### src/rtl/mem_pkg.sv
// Shared types and helpers for the data-memory access sequencer.
// Holds RV32I load/store funct3 codes, FSM state enum and access size.
package mem_pkg;

  localparam logic [2:0] F3_B  = 3'b000;
  localparam logic [2:0] F3_H  = 3'b001;
  localparam logic [2:0] F3_W  = 3'b010;
  localparam logic [2:0] F3_BU = 3'b100;
  localparam logic [2:0] F3_HU = 3'b101;

  typedef enum logic [2:0] {
    IDLE,
    BEAT0,
    WAIT0,
    BEAT1,
    WAIT1,
    DONE,
    ERR
  } dmem_state_e;

  // Access size in bytes: 1, 2 or 4.
  function automatic logic [2:0] acc_bytes(
    input logic [2:0] funct3
  );
    case (funct3[1:0])
      2'b00:   return 3'd1;
      2'b01:   return 3'd2;
      default: return 3'd4;
    endcase
  endfunction

endpackage

### src/rtl/dmem_access_ctrl_if.sv
// MEM-stage request/response and data-RAM beat bus.
// slave = access controller, master = MEM stage plus RAM side.
interface dmem_access_ctrl_if #(
  parameter int ADDR_W = 32
);
  logic              req_valid;
  logic              req_ready;
  logic              req_we;
  logic [2:0]        req_funct3;
  logic [ADDR_W-1:0] req_addr;
  logic [31:0]       req_wdata;
  logic              rsp_valid;
  logic [31:0]       rsp_rdata;
  logic              rsp_err;
  logic              mem_req;
  logic              mem_gnt;
  logic              mem_we;
  logic [ADDR_W-1:0] mem_addr;
  logic [3:0]        mem_be;
  logic [31:0]       mem_wdata;
  logic              mem_rvalid;
  logic [31:0]       mem_rdata;

  modport slave (
    input  req_valid, req_we, req_funct3,
    input  req_addr, req_wdata,
    output req_ready,
    output rsp_valid, rsp_rdata, rsp_err,
    output mem_req, mem_we, mem_addr,
    output mem_be, mem_wdata,
    input  mem_gnt, mem_rvalid, mem_rdata
  );

  modport master (
    output req_valid, req_we, req_funct3,
    output req_addr, req_wdata,
    input  req_ready,
    input  rsp_valid, rsp_rdata, rsp_err,
    input  mem_req, mem_we, mem_addr,
    input  mem_be, mem_wdata,
    output mem_gnt, mem_rvalid, mem_rdata
  );

endinterface

### src/rtl/lsu_lane_align.sv
// Combinational lane steering: byte enables, write shifts, split detect.
// Ports: funct3/off/wdata/rdata0/rdata1 in; be0/be1/wdata0/wdata1/split/ld_data out.
module lsu_lane_align
  import mem_pkg::*;
(
  input  logic [2:0]  funct3,
  input  logic [1:0]  off,
  input  logic [31:0] wdata,
  input  logic [31:0] rdata0,
  input  logic [31:0] rdata1,
  output logic [3:0]  be0,
  output logic [3:0]  be1,
  output logic [31:0] wdata0,
  output logic [31:0] wdata1,
  output logic        split,
  output logic [31:0] ld_data
);

  logic [2:0]  n;
  logic [3:0]  mask;
  logic [7:0]  be_w;
  logic [63:0] wd_w;
  logic [63:0] rd_w;
  logic [31:0] m;

  // Shifting into a double-width word gives both beats at once:
  // the low half is beat 0, the spill-over high half is beat 1.
  always_comb begin
    n    = acc_bytes(funct3);
    mask = (n == 3'd1) ? 4'h1 :
           (n == 3'd2) ? 4'h3 : 4'hF;
    be_w = {4'h0, mask} << off;
    wd_w = {32'h0, wdata} << {off, 3'b000};
    rd_w = {rdata1, rdata0} >> {off, 3'b000};
    m    = rd_w[31:0];
    case (funct3)
      F3_B:    ld_data = {{24{m[7]}}, m[7:0]};
      F3_H:    ld_data = {{16{m[15]}}, m[15:0]};
      F3_BU:   ld_data = {24'h0, m[7:0]};
      F3_HU:   ld_data = {16'h0, m[15:0]};
      default: ld_data = m;
    endcase
  end

  assign be0    = be_w[3:0];
  assign be1    = be_w[7:4];
  assign wdata0 = wd_w[31:0];
  assign wdata1 = wd_w[63:32];
  assign split  = |be_w[7:4];

endmodule

### src/rtl/dmem_access_ctrl.sv
// Data-memory access sequencer: one load/store per handshake, split in
// up to two aligned beats. Ports: clk, n_rst (active high), bus (slave).
module dmem_access_ctrl
  import mem_pkg::*;
#(
  parameter bit ALLOW_MISALIGNED = 1'b1,
  parameter int ADDR_W           = 32
) (
  input logic             clk,
  input logic             n_rst,
  dmem_access_ctrl_if.slave bus
);

  dmem_state_e state_q, state_d;

  logic              we_q;
  logic [2:0]        f3_q;
  logic [ADDR_W-1:0] addr_q;
  logic [31:0]       wdata_q;
  logic [31:0]       rdata0_q;
  logic [31:0]       rdata1_q;

  logic              idle, accept;
  logic              a_we;
  logic [2:0]        a_f3;
  logic [ADDR_W-1:0] a_addr;
  logic [31:0]       a_wdata;
  logic [ADDR_W-1:0] word0;
  logic [31:0]       rd0, rd1, ld_data;
  logic [31:0]       wdata0, wdata1;
  logic [3:0]        be0, be1;
  logic              split, legal, bad;

  logic              req_d;
  logic [3:0]        be_d;
  logic [ADDR_W-1:0] addr_d;
  logic [31:0]       wd_d;

  assign idle          = (state_q == IDLE);
  assign bus.req_ready = idle && !n_rst;
  assign accept        = bus.req_valid && bus.req_ready;

  // In IDLE the first beat is built straight from the request so it
  // can be registered on the accept edge.
  assign a_we    = idle ? bus.req_we     : we_q;
  assign a_f3    = idle ? bus.req_funct3 : f3_q;
  assign a_addr  = idle ? bus.req_addr   : addr_q;
  assign a_wdata = idle ? bus.req_wdata  : wdata_q;
  assign word0   = {a_addr[ADDR_W-1:2], 2'b00};

  // Feed the arriving word through so DONE sees the final result.
  assign rd0 = (state_q == WAIT0) ? bus.mem_rdata : rdata0_q;
  assign rd1 = (state_q == WAIT1) ? bus.mem_rdata : rdata1_q;

  lsu_lane_align u_align (
    .funct3  (a_f3),
    .off     (a_addr[1:0]),
    .wdata   (a_wdata),
    .rdata0  (rd0),
    .rdata1  (rd1),
    .be0     (be0),
    .be1     (be1),
    .wdata0  (wdata0),
    .wdata1  (wdata1),
    .split   (split),
    .ld_data (ld_data)
  );

  assign legal = (a_f3 == F3_B) || (a_f3 == F3_H) ||
                 (a_f3 == F3_W) ||
                 (!a_we && ((a_f3 == F3_BU) ||
                            (a_f3 == F3_HU)));
  assign bad   = !legal || (!ALLOW_MISALIGNED && split);

  always_comb begin
    state_d = state_q;
    unique case (state_q)
      IDLE:
        if (accept) state_d = bad ? ERR : BEAT0;
      BEAT0:
        if (bus.mem_gnt)
          state_d = !we_q ? WAIT0 :
                    split ? BEAT1 : DONE;
      WAIT0:
        if (bus.mem_rvalid)
          state_d = split ? BEAT1 : DONE;
      BEAT1:
        if (bus.mem_gnt)
          state_d = we_q ? DONE : WAIT1;
      WAIT1:
        if (bus.mem_rvalid) state_d = DONE;
      DONE:    state_d = IDLE;
      ERR:     state_d = IDLE;
      default: state_d = IDLE;
    endcase
  end

  // Next beat; recomputed every cycle but stable while waiting for
  // a grant since it only depends on captured request fields.
  always_comb begin
    req_d  = 1'b0;
    be_d   = '0;
    addr_d = '0;
    wd_d   = '0;
    if (state_d == BEAT0) begin
      req_d  = 1'b1;
      be_d   = be0;
      addr_d = word0;
      wd_d   = a_we ? wdata0 : '0;
    end else if (state_d == BEAT1) begin
      req_d  = 1'b1;
      be_d   = be1;
      addr_d = word0 + ADDR_W'(4);
      wd_d   = a_we ? wdata1 : '0;
    end
  end

  always_ff @(posedge clk or posedge n_rst) begin
    if (n_rst) begin
      state_q       <= IDLE;
      we_q          <= 1'b0;
      f3_q          <= '0;
      addr_q        <= '0;
      wdata_q       <= '0;
      rdata0_q      <= '0;
      rdata1_q      <= '0;
      bus.rsp_valid <= 1'b0;
      bus.rsp_err   <= 1'b0;
      bus.rsp_rdata <= '0;
      bus.mem_req   <= 1'b0;
      bus.mem_we    <= 1'b0;
      bus.mem_be    <= '0;
      bus.mem_addr  <= '0;
      bus.mem_wdata <= '0;
    end else begin
      state_q <= state_d;
      if (accept) begin
        we_q     <= bus.req_we;
        f3_q     <= bus.req_funct3;
        addr_q   <= bus.req_addr;
        wdata_q  <= bus.req_wdata;
        rdata0_q <= '0;
        rdata1_q <= '0;
      end
      if (state_q == WAIT0 && bus.mem_rvalid)
        rdata0_q <= bus.mem_rdata;
      if (state_q == WAIT1 && bus.mem_rvalid)
        rdata1_q <= bus.mem_rdata;
      bus.rsp_valid <= (state_d == DONE) ||
                       (state_d == ERR);
      bus.rsp_err   <= (state_d == ERR);
      if (state_d == DONE)
        bus.rsp_rdata <= we_q ? '0 : ld_data;
      else if (state_d == ERR)
        bus.rsp_rdata <= '0;
      bus.mem_req   <= req_d;
      bus.mem_we    <= req_d && a_we;
      bus.mem_be    <= be_d;
      bus.mem_addr  <= addr_d;
      bus.mem_wdata <= wd_d;
    end
  end

endmodule

### src/flat_wrapper.sv
// flat-port wrapper written by rule: the top's interface ports become plain ports
module dmem_access_ctrl_flat import mem_pkg::*;
#(
  parameter bit ALLOW_MISALIGNED = 1'b1,
  parameter int ADDR_W           = 32
)
  (clk, n_rst, bus_req_valid, bus_req_we, bus_req_funct3, bus_req_addr, bus_req_wdata, bus_req_ready, bus_rsp_valid, bus_rsp_rdata, bus_rsp_err, bus_mem_req, bus_mem_we, bus_mem_addr, bus_mem_be, bus_mem_wdata, bus_mem_gnt, bus_mem_rvalid, bus_mem_rdata);
  dmem_access_ctrl_if #(.ADDR_W(ADDR_W)) bus_i ();
  input logic clk;
  input logic n_rst;
  input wire logic [$bits(bus_i.req_valid)-1:0] bus_req_valid;
  input wire logic [$bits(bus_i.req_we)-1:0] bus_req_we;
  input wire logic [$bits(bus_i.req_funct3)-1:0] bus_req_funct3;
  input wire logic [$bits(bus_i.req_addr)-1:0] bus_req_addr;
  input wire logic [$bits(bus_i.req_wdata)-1:0] bus_req_wdata;
  output wire logic [$bits(bus_i.req_ready)-1:0] bus_req_ready;
  output wire logic [$bits(bus_i.rsp_valid)-1:0] bus_rsp_valid;
  output wire logic [$bits(bus_i.rsp_rdata)-1:0] bus_rsp_rdata;
  output wire logic [$bits(bus_i.rsp_err)-1:0] bus_rsp_err;
  output wire logic [$bits(bus_i.mem_req)-1:0] bus_mem_req;
  output wire logic [$bits(bus_i.mem_we)-1:0] bus_mem_we;
  output wire logic [$bits(bus_i.mem_addr)-1:0] bus_mem_addr;
  output wire logic [$bits(bus_i.mem_be)-1:0] bus_mem_be;
  output wire logic [$bits(bus_i.mem_wdata)-1:0] bus_mem_wdata;
  input wire logic [$bits(bus_i.mem_gnt)-1:0] bus_mem_gnt;
  input wire logic [$bits(bus_i.mem_rvalid)-1:0] bus_mem_rvalid;
  input wire logic [$bits(bus_i.mem_rdata)-1:0] bus_mem_rdata;
  assign bus_i.req_valid = bus_req_valid;
  assign bus_i.req_we = bus_req_we;
  assign bus_i.req_funct3 = bus_req_funct3;
  assign bus_i.req_addr = bus_req_addr;
  assign bus_i.req_wdata = bus_req_wdata;
  assign bus_req_ready = bus_i.req_ready;
  assign bus_rsp_valid = bus_i.rsp_valid;
  assign bus_rsp_rdata = bus_i.rsp_rdata;
  assign bus_rsp_err = bus_i.rsp_err;
  assign bus_mem_req = bus_i.mem_req;
  assign bus_mem_we = bus_i.mem_we;
  assign bus_mem_addr = bus_i.mem_addr;
  assign bus_mem_be = bus_i.mem_be;
  assign bus_mem_wdata = bus_i.mem_wdata;
  assign bus_i.mem_gnt = bus_mem_gnt;
  assign bus_i.mem_rvalid = bus_mem_rvalid;
  assign bus_i.mem_rdata = bus_mem_rdata;
  dmem_access_ctrl #(.ALLOW_MISALIGNED(ALLOW_MISALIGNED), .ADDR_W(ADDR_W)) u_core (.clk(clk), .n_rst(n_rst), .bus(bus_i));
endmodule
### config.mk
export PLATFORM = sky130hd
export DESIGN_NAME = dmem_access_ctrl_flat
export DESIGN_NICKNAME = d
export VERILOG_FILES = /design/src/rtl/mem_pkg.sv /design/src/rtl/dmem_access_ctrl_if.sv /design/src/rtl/lsu_lane_align.sv /design/src/rtl/dmem_access_ctrl.sv /design/src/flat_wrapper.sv
export SDC_FILE = /design/constraint.sdc
export NUM_CORES = 1
export LEC_CHECK = 0
export ABC_AREA = 1
export BUFFER_PORTS_ARGS = -buffer_cell sky130_fd_sc_hd__buf_2
export CAP_MARGIN = 20
export CORE_MARGIN = 5
export CORE_UTILIZATION = 40
export CTS_CLUSTER_SIZE = 28
export DETAILED_ROUTE_END_ITERATION = 8
export GPL_TIMING_DRIVEN = 0
export PLACE_DENSITY = 0.65
export RECOVER_POWER = 100
export SLEW_MARGIN = 0
export SYNTH_ARGS = -nofsm -noshare
export SYNTH_HDL_FRONTEND = slang
export SYNTH_SLANG_ARGS = --single-unit
export TNS_END_PERCENT = 30
### constraint.sdc
create_clock -name clk -period 21.2 [get_ports clk]
set_input_delay 6.36 -clock clk [delete_from_list [all_inputs] [get_ports clk]]
set_output_delay 6.36 -clock clk [all_outputs]
set_load 0.05 [all_outputs]
Word-level counts from Yosys, hierarchy flattened
Index checks and enable logic that the tools add are counted.

storage, ports and cells
  flip-flop bits (word level) = 239
  input port bits = 105
  output and inout bits = 105
  logic and storage cells = 90

operators by class
  $add $sub $neg = 1
  eq/ne operators = 15
  shift operators = 3
  mux-type cells = 36
  reduce and logical (&&, ||, !) cells = 20

operators by type and width
  operator                                       number
  2-to-1 mux 32 bit                              16
  case mux 32 bit (4 select lines)               1
  left shift 32 x 5 -> 64 bit                    1
  right shift 64 x 5 -> 32 bit                   1
  adder 32 x 3 -> 32 bit, second input constant  1
  2-to-1 mux 3 bit                               9
  2-to-1 mux 4 bit                               4
  == test 3 x 2 -> 1 bit, second input constant  5
  == test 3 bit, second input constant           5
  case mux 3 bit (5 select lines)                1
  == test 3 x 1 -> 1 bit, second input constant  4
  left shift 4 x 2 -> 8 bit                      1
  logical AND 1 bit                              6
  zero test 3 bit                                2
  case mux 3 bit (2 select lines)                1
  nonzero test 2 bit                             3
  logical OR 1 bit                               5
  2-to-1 mux 1 bit                               4
  OR reduction 4 bit                             1
  == test 2 x 1 -> 1 bit, second input constant  1
  zero test 1 bit                                2
  zero test 2 bit                                1

Logic depth before layout (Yosys ltp)
Gate-level depths: netlist of the first run.

  depth in word-level cells = 17
  gate-level depth with buffers = 17
  depth with buffers taken out = 15

Hierarchy
From an unflattened synthesis of the first run, not the netlist that was laid out.

second synthesis, totals
  cells, all modules = 2,069
  area total of the unflattened synthesis = 13,844.5 sq um

by module, submodules not included
  module            times used  cells each  area an instance (sq um)  seq. area each (sq um)
  dmem_access_ctrl  1           1,592       11,757.5                  5,930.7
  lsu_lane_align    1           477         2,087.0                   0.0

Worst setup path after synthesis of the first run
No wires, ideal clock.

  path type = input port to output port
  start point = in n_rst
  end point = out bus_req_ready
  data arrival time = 6,646 ps
  data required time = 14,840 ps
  setup slack = 8,194 ps
  stages = 1
  buffers on the path = 0
  cells stage by stage = nor2_4

on the way
  word-level cells in the longest chain between the ends = 2

ends and longest elaborated chain
  what               line                    text
  start, declared    flat_wrapper.sv:10      input logic n_rst;
  zero test 1 bit    dmem_access_ctrl.sv:40  assign bus.req_ready = idle && !n_rst;
  logical AND 1 bit  dmem_access_ctrl.sv:40
  end, declared      flat_wrapper.sv:16      output wire logic [$bits(bus_i.req_ready)-1:0] bus_req_ready;

Every way passes these cells.

==> reports/qor.yml, run 1 <==
ys_types: 37
cts_resized: 0
cts.path.max_buffers: 3
yosys_warnings: 0
clk_pin_slew_ns: 0.06
netlist.area_leader.share_pct: 43.3
seqCellArea_sq_um: 5730
dp_hpwl_mm: 39.4
antenna_cells: 0
syn_inst: 1886
antenna_found_initial: 1
grt_max_degree: 126
grt.total_usage_pct: 27.4
violations: "max-capacitance violations, max-slew violations"
relSlewSlack_pct: -334
dr.pass1.iters: 6
final_util_pct: 47.8
power_frac_comb_pct: 60.6
dr_total_vias: 14100
hold_class: "reg2reg"
ir_drop_uv: 82.3
finalClockSkew_ns: 0.0108
avgSynthCellArea_sq_um: 7.01
cap_violations: 2
drcViolationCount: 0
p_leak_nw: 7.75
cts.sinks: 229
path_cells: "clkbuf_1, clkinvlp_2, clkbuf_1"
fp.dieW_microns: 192
cts_max_level: 1
worst_slew_pin_slew_ns: 6.50
critPathArrivalTime_ns: 13.99
setup_viol: 0
crit_required_ns: 20.25
grt_pass1_vias: 13400
cts_setup_buffers: 0
hold_buffers: 0
clk_latency_ns: 0.55
period_share_pct: 70.5
ios: 210
cpMaxStageDelayCell: "clkbuf_1"
post_dp_cell_area_sq_um: 14900
critPathKind: "in2async"
dieHeight_microns: 192
p_int_mw: 1.37
viasPerCell: 5.44
cp-startpoint: "n_rst"
seqPwrFrac_pct: 22.7
drt_iter0_drc: 1387
maxSlewViolCount: 232
hp-start: "u_core.addr_q[11]"
synth_top_area_cell: "dfrtp_1"
overflow: 0
power.density_nw_per_um2: 194
wl_mm: 51.6
startpoint_type: "input pin"
core_area_sq_um: 32600
cts_buffers: 26
finalHoldViolCount: 0
crit_path_frequent_cell: "clkbuf_1"
fin_crit_ns: 14.94
synth.yosys.seq_area_share_pct: 43.3
multi_input_area_sq_um: 6210
place_congestion: 0.987
crit_path_max_fanout: 125
dieArea_sq_um: 36800
num-fill-cells: 3440
r2r-start: "u_core.state_q[2]"
post_route_cells_drive_above_1_share_pct: 10.0
io_buffer_count: 207
wl_per_cell_microns: 20.0
fmax_mhz: 66.9
fin_area_sq_um: 15600
ys_top_cells_by_area: "dfrtp_1 (43%), nand2_1 (17%), nand3_1 (12%), o21ai_0 (7.7%), inv_1 (4.7%)"
grt_pass1_wl_mm: 78.5
area_growth_pct: 17.9
start_util_pct: 40.6
fin_tns_setup_ns: 0
clkPwrFrac_pct: 16.7
syn-cell-area_sq_um: 13200
rsz0062_at_grt: "no"
outcome: "complete, but fails checks"
root_buffer: "clkbuf_16"
crit_path_end_kind: "asynchronous set/reset pin"
ant_nets: 0
nets: 2229
p_switching_mw: 1.65
rows: 66
synth-seq-cells: 229
netSwitchingFraction_pct: 54.7
cts_tree: "built"
slowest_delay_ns: 4.71
==> path summary, 6_finish.rpt <==
kind	cells after the start	slack [ns]	to
max	3	6.26	u_core.bus.mem_wdata[29]
min	2	0.48	u_core.addr_q[11]
max reg2reg	13	17.19	u_core.bus.mem_wdata[11]
min reg2reg	2	0.48	u_core.addr_q[11]
max in group clk	3	7.78	bus_req_ready
min in group asynchronous	2	7.31	u_core.addr_q[1]
==> state kept, by name, indices dropped and copies added (netlist names) <==
register,flops
u_core.wdata_q,32
u_core.bus.mem_wdata,32
u_core.bus.rsp_valid,1
u_core.we_q,1
u_core.bus.rsp_err,1
u_core.bus.mem_addr,30
u_core.f3_q,3
u_core.state_q,3
u_core.addr_q,32
u_core.bus.mem_req,1
u_core.rdata0_q,32
u_core.rdata1_q,24
u_core.bus.mem_be,4
u_core.bus.rsp_rdata,32
u_core.bus.mem_we,1
==> critical path: cells and delay by family <==
kind,cells,cell delay [ns]
buffers and inverters,3,7.49
==> cell families after synthesis <==
family / synth area share [%]
and+or+nand+nor: 34.3
AOI/OAI and AO/OA: 12.2
buffers and inverters: 9.54
DFF: 43.3
xor gates and xnor gates: 0.463
adders and majority gates: 0.0946
other: 0.0283
==> metrics by stage <==
stage	hold slack, ns	cells	worst slack, ns	power (mW)
floorplan	0.449	1887	8.19	1.92
finish	0.478	2584	6.26	3.03
detailed placement	0.466	2537	7.94	2.52
global placement	0.462	2536	5.89	2.51
CTS	0.483	2584	7.94	3.03
global route	0.506	2584	4.21	3.22
==> power by group through the flow <==
stage / Clock (mW) / Combinational [mW] / Sequential, mW
CTS: 0.514 / 1.84 / 0.682
finish: 0.504 / 1.84 / 0.686
global route: 0.533 / 1.99 / 0.702
global placement: 0 / 1.82 / 0.686
detailed placement: 0 / 1.83 / 0.689
floorplan: 0 / 1.04 / 0.881
==> placed cells by master (no fill, tap or decap), types with 2 or more instances in the layout <==
cell type,Yosys,final
a21oi_1,8,9
nor3_1,26,26
conb_1,1,2
clkbuf_8,0,7
clkinv_2,0,6
xor2_1,6,6
buf_2,38,131
nor2_2,2,2
nor2_1,74,75
o211ai_1,9,9
dfrtp_1,229,229
buf_6,5,4
nand2_2,6,2
clkbuf_1,62,180
o22ai_1,32,32
o21bai_1,8,8
nand3_1,308,308
nand3b_1,13,14
nor2_4,3,2
nand2_1,595,599
inv_1,164,163
bufinv_16,0,5
buf_1,11,11
inv_2,3,3
buf_4,14,13
o21ai_0,204,230
o21ai_1,34,8
nand3_2,4,4
clkbuf_16,0,27
nand4_1,15,15
==> cells in the mapped netlist, drive strengths merged <==
library cell  count
nand2           602
nand3           312
o21ai           240
dfrtp           229
inv             168
nor2             79
buf              68
clkbuf           62
o22ai            32
nor3             27
nand4            15
nand3b           14
a21oi            10
o211ai            9
o21bai            9
xor2              6
clkinv            1
conb              1
ha                1
xnor2             1
==> layout make-up <==
type	count	share of cell area [%]
Clock buffer	35	4.97
Timing Repair Buffer	208	5.83
Buffer	130	3.86
Multi-Input combinational cell	1359	39.8
Sequential cell	229	36.7
Clock inverter	12	1.20
Tap cell	442	3.54
Inverter	169	4.09
==> routing by layer <==
layer	up-vias	share of wire (%)	GRT usage, %
li1	6629	-	-
met1	6674	46	41.6
met2	675	42	40.9
met3	89	8.3	3.65
met4	2	2.8	7.87
met5	-	0.025	0
No activity file was read; power rests on OpenSTA's default activity.
==> run 2, diff against run 1 <==
--- a/config.mk
+++ b/config.mk
@@ -5,7 +5,7 @@
 export SDC_FILE = /design/constraint.sdc
 export NUM_CORES = 1
 export LEC_CHECK = 0
-export ABC_AREA = 1
+export ABC_AREA = 0
 export BUFFER_PORTS_ARGS = -buffer_cell sky130_fd_sc_hd__buf_2
 export CAP_MARGIN = 20
 export CORE_MARGIN = 5
==> constraint.sdc (replaced) <==
create_clock -name clk -period 14.1 [get_ports clk]
set_input_delay 4.23 -clock clk [delete_from_list [all_inputs] [get_ports clk]]
set_output_delay 4.23 -clock clk [all_outputs]
set_load 0.05 [all_outputs]
==> reports/qor.yml, run 2 <==
outcome: "completed"  # was complete, but fails checks
dp_hpwl_mm: 36.5  # was 39.4 mm
hold_buffers: 0  # unchanged
rr_worst_depth: 14  # was 13
crit_required_ns: 9.87  # was 20.25 ns
async_flop_share_pct: 100  # unchanged
synth-seq-cells: 229  # unchanged
synth_compound_area_share_pct: 17.7  # was 12.2%
area_growth_pct: 18.0  # was 17.9%
root_buffer: "clkbuf_16"  # unchanged
dr_total_vias: 12400  # was 14.1k
r2r_slack_ns: 9.77  # was 17.19 ns
synth.area.mux_share_pct: 16.4  # was 0%
startpoint_type: "input pin"  # unchanged
post_dp_cell_area_sq_um: 14800  # was 14900 sq um
critPathArrivalTime_ns: 5.00  # was 13.99 ns
overflow: 0  # unchanged
r2r_end: "u_core.bus.mem_addr[20]"  # was u_core.bus.mem_wdata[11]
yosysMostFrequentCell: "nand2_1"  # unchanged
ant_nets: 0  # unchanged
fin_area_sq_um: 15600  # about the same
rows: 66  # unchanged
power.density_nw_per_um2: 274  # was 194 nW/um^2
cts.path.max_buffers: 3  # unchanged
mostFrequentLayoutCells: "nand2_1 (279), dfrtp_1 (229), clkbuf_1 (167), mux2i_1 (165), buf_2 (129)"  # was nand2_1 (599), nand3_1 (308), o21ai_0 (230), dfrtp_1 (229), clkbuf_1 (180)
cts_tree: "built"  # unchanged
synth_fa_ha_area_share_pct: 0.0947  # was 0.0946%
syn_inst: 1380  # was 1886
fmax_mhz: 108
num-fill-cells: 3204  # was 3440
syn-cell-area_sq_um: 13200  # about the same
synth.yosys.seq_area_share_pct: 43.4  # was 43.3%
avgSynthCellArea_sq_um: 9.57  # was 7.01 sq um
cts_max_level: 1  # unchanged
wl_met2_mm: 22.0  # was 21.9 mm
maxSlewViolCount: 0  # was 232
cp-startpoint: "n_rst"  # unchanged
grt_max_degree: 117  # was 126
multi_input_area_sq_um: 6890  # was 6210 sq um
cts_resized: 0  # unchanged
clk_latency_ns: 0.54  # was 0.55 ns
grt.total_usage_pct: 25.8  # was 27.4%
grt_pass1_wl_mm: 73.3  # was 78.5 mm
met1_length_mm: 20.6  # was 24.0 mm
place_congestion: 0.959  # was 0.987
dieArea_sq_um: 36800  # about the same
setup_viol: 0  # unchanged
fin_tns_setup_ns: 0  # unchanged
relSlewSlack_pct: 30.9  # was -334%
grt_pass1_vias: 12100  # was 13.4k
cap_violations: 0  # was 2
worst_slew_pin_slew_ns: 1.03  # was 6.50 ns
layout_commonest_cell: "nand2_1"  # unchanged
cts_buffers: 27  # was 26
crit_path_end_kind: "primary output"  # was asynchronous set/reset pin
wl_met3_mm: 4.75  # was 4.29 mm
drt_iter0_drc: 1218  # was 1387
dr.pass1.iters: 6  # unchanged
nets: 1724  # was 2229
dieHeight_microns: 192  # about the same
yosys_warnings: 0  # unchanged
viasPerCell: 5.97  # was 5.44
wl_per_cell_microns: 23.6  # was 20.0 microns
rsz0062_at_grt: "no"  # unchanged
core_area_sq_um: 32500  # was 32600 sq um
highest_layer: "met4"  # was met5
holdPathStages: 2  # unchanged
synth_top_family_by_area: "simple AND/OR/NAND/NOR gates"  # unchanged
whs_ns: 0.481  # was 0.478 ns
ir_drop_uv: 149  # was 82.3 uV
finalClockSkew_ns: 0.0162  # was 0.0108 ns
ys_types: 76  # was 37
synth_xor_area_share_pct: 0.199  # was 0.463%
cts.sinks: 229  # unchanged
yosys.area_share.simple_pct: 18.1  # was 34.3%
ys_top_cells_by_count: "nand2_1 (279), dfrtp_1 (229), mux2i_1 (165)"  # was nand2_1 (595), nand3_1 (308), dfrtp_1 (229)
clk_pin_slew_ns: 0.06  # about the same
final_util_pct: 47.9  # was 47.8%
critical_path.endpoint: "bus_req_ready"  # was u_core.bus.mem_wdata[29]
hold_class: "reg2reg"  # unchanged
ios: 210  # unchanged
r2r-start: "u_core.state_q[0]"  # was u_core.state_q[2]
drcViolationCount: 0  # unchanged
post_route_cells_drive_above_1_share_pct: 15.1  # was 10.0%
critPathKind: "in2out"  # was in2async
seqCellArea_sq_um: 5730  # unchanged
fin_crit_ns: 9.23
synth_edf_count: 0  # unchanged
crit_path_max_fanout: 3  # was 125
io_buffer_count: 206  # was 207
wl_mm: 49.2  # was 51.6 mm
cts_setup_buffers: 0  # unchanged
finalHoldViolCount: 0  # unchanged
synth_top_area_cell: "dfrtp_1"  # unchanged
synth_top_flop_cell: "dfrtp_1"  # unchanged
fp.dieW_microns: 192  # about the same
antenna_found_initial: 2  # was 1
ys_top_cells_by_area: "dfrtp_1 (43%), mux2i_1 (13%), nand2_1 (7.9%), a22o_1 (4.2%), mux2_2 (3.6%)"  # was dfrtp_1 (43%), nand2_1 (17%), nand3_1 (12%), o21ai_0 (7.7%), inv_1 (4.7%)
netlist.area_leader.share_pct: 43.4  # was 43.3%
start_util_pct: 40.6  # about the same
p_leak_nw: 7.37  # was 7.75 nW
period_share_pct: 65.5
==> run 2: cell types whose count changed after synthesis, sizes merged, moves of 26 or more <==
| cell | previous run | this run |
|---|---|---|
| nand2 | 602 | 279 |
| nand3 | 312 | 47 |
| o21ai | 240 | 28 |
| mux2i | 0 | 165 |
| inv | 168 | 10 |
| a22o | 0 | 64 |
| a21oi | 10 | 62 |
| mux2 | 0 | 42 |
| o22ai | 32 | 0 |
| o221ai | 0 | 26 |
==> run 2: worst max-delay path, cell delays in order <==
cell	delay, ns
clkbuf_1	0.15
nor2_1	0.13
clkbuf_1	0.49
==> run 2: final cells by class <==
type                    count  area share, %
multi-input cells        1032           44.2
plain buffers             110           3.08
inverters                  10          0.289
repair buffers            208           5.99
diodes                      2         0.0321
well taps                 442           3.55
clock inverters            16           1.25
flip-flops and latches    229           36.8
clock buffers              34           4.83
==> run 2: cell families (layout without fill, tap and decap cells) <==
kind of cell,Yosys count,count (layout)
mux,209,209
buf+inv,120,378
other cells,1,4
fa+ha+maj,1,1
flops,229,229
simple gates,512,512
compound gates,305,305
xor+xnor,3,3
==> run 2: routing by layer <==
layer,GRT usage [%],up-vias
met5,0,-
met4,9.59,0
met3,5.62,113
met2,40.2,692
met1,35.3,6068
li1,-,5553
==> run 2: power breakdown <==
part           switching (mW)  total, mW  internal [mW]
Sequential              0.174       1.09          0.913
Combinational            1.71       2.45          0.736
Clock                   0.290      0.741          0.451
==> run 2: stage by stage <==
stage | instances | worst slack (ns) | power, mW
floorplan | 1381 | 2.97 | 2.79
global placement | 2029 | -0.816 | 3.50
detailed placement | 2031 | 5.12 | 3.53
CTS | 2081 | 5.12 | 4.28
global route | 2083 | 4.85 | 4.47
finish | 2083 | 4.87 | 4.27
==> run 2: worst min path at each step <==
stage | start | to | slack, ns
floorplan | u_core.addr_q[23] | u_core.addr_q[23] | 0.44
detailed placement | u_core.addr_q[8] | u_core.addr_q[8] | 0.47
finish | u_core.addr_q[23] | u_core.addr_q[23] | 0.48
global route | u_core.rdata0_q[2] | u_core.rdata0_q[2] | 0.51
CTS | u_core.addr_q[15] | u_core.addr_q[15] | 0.48
global placement | u_core.addr_q[23] | u_core.addr_q[23] | 0.46
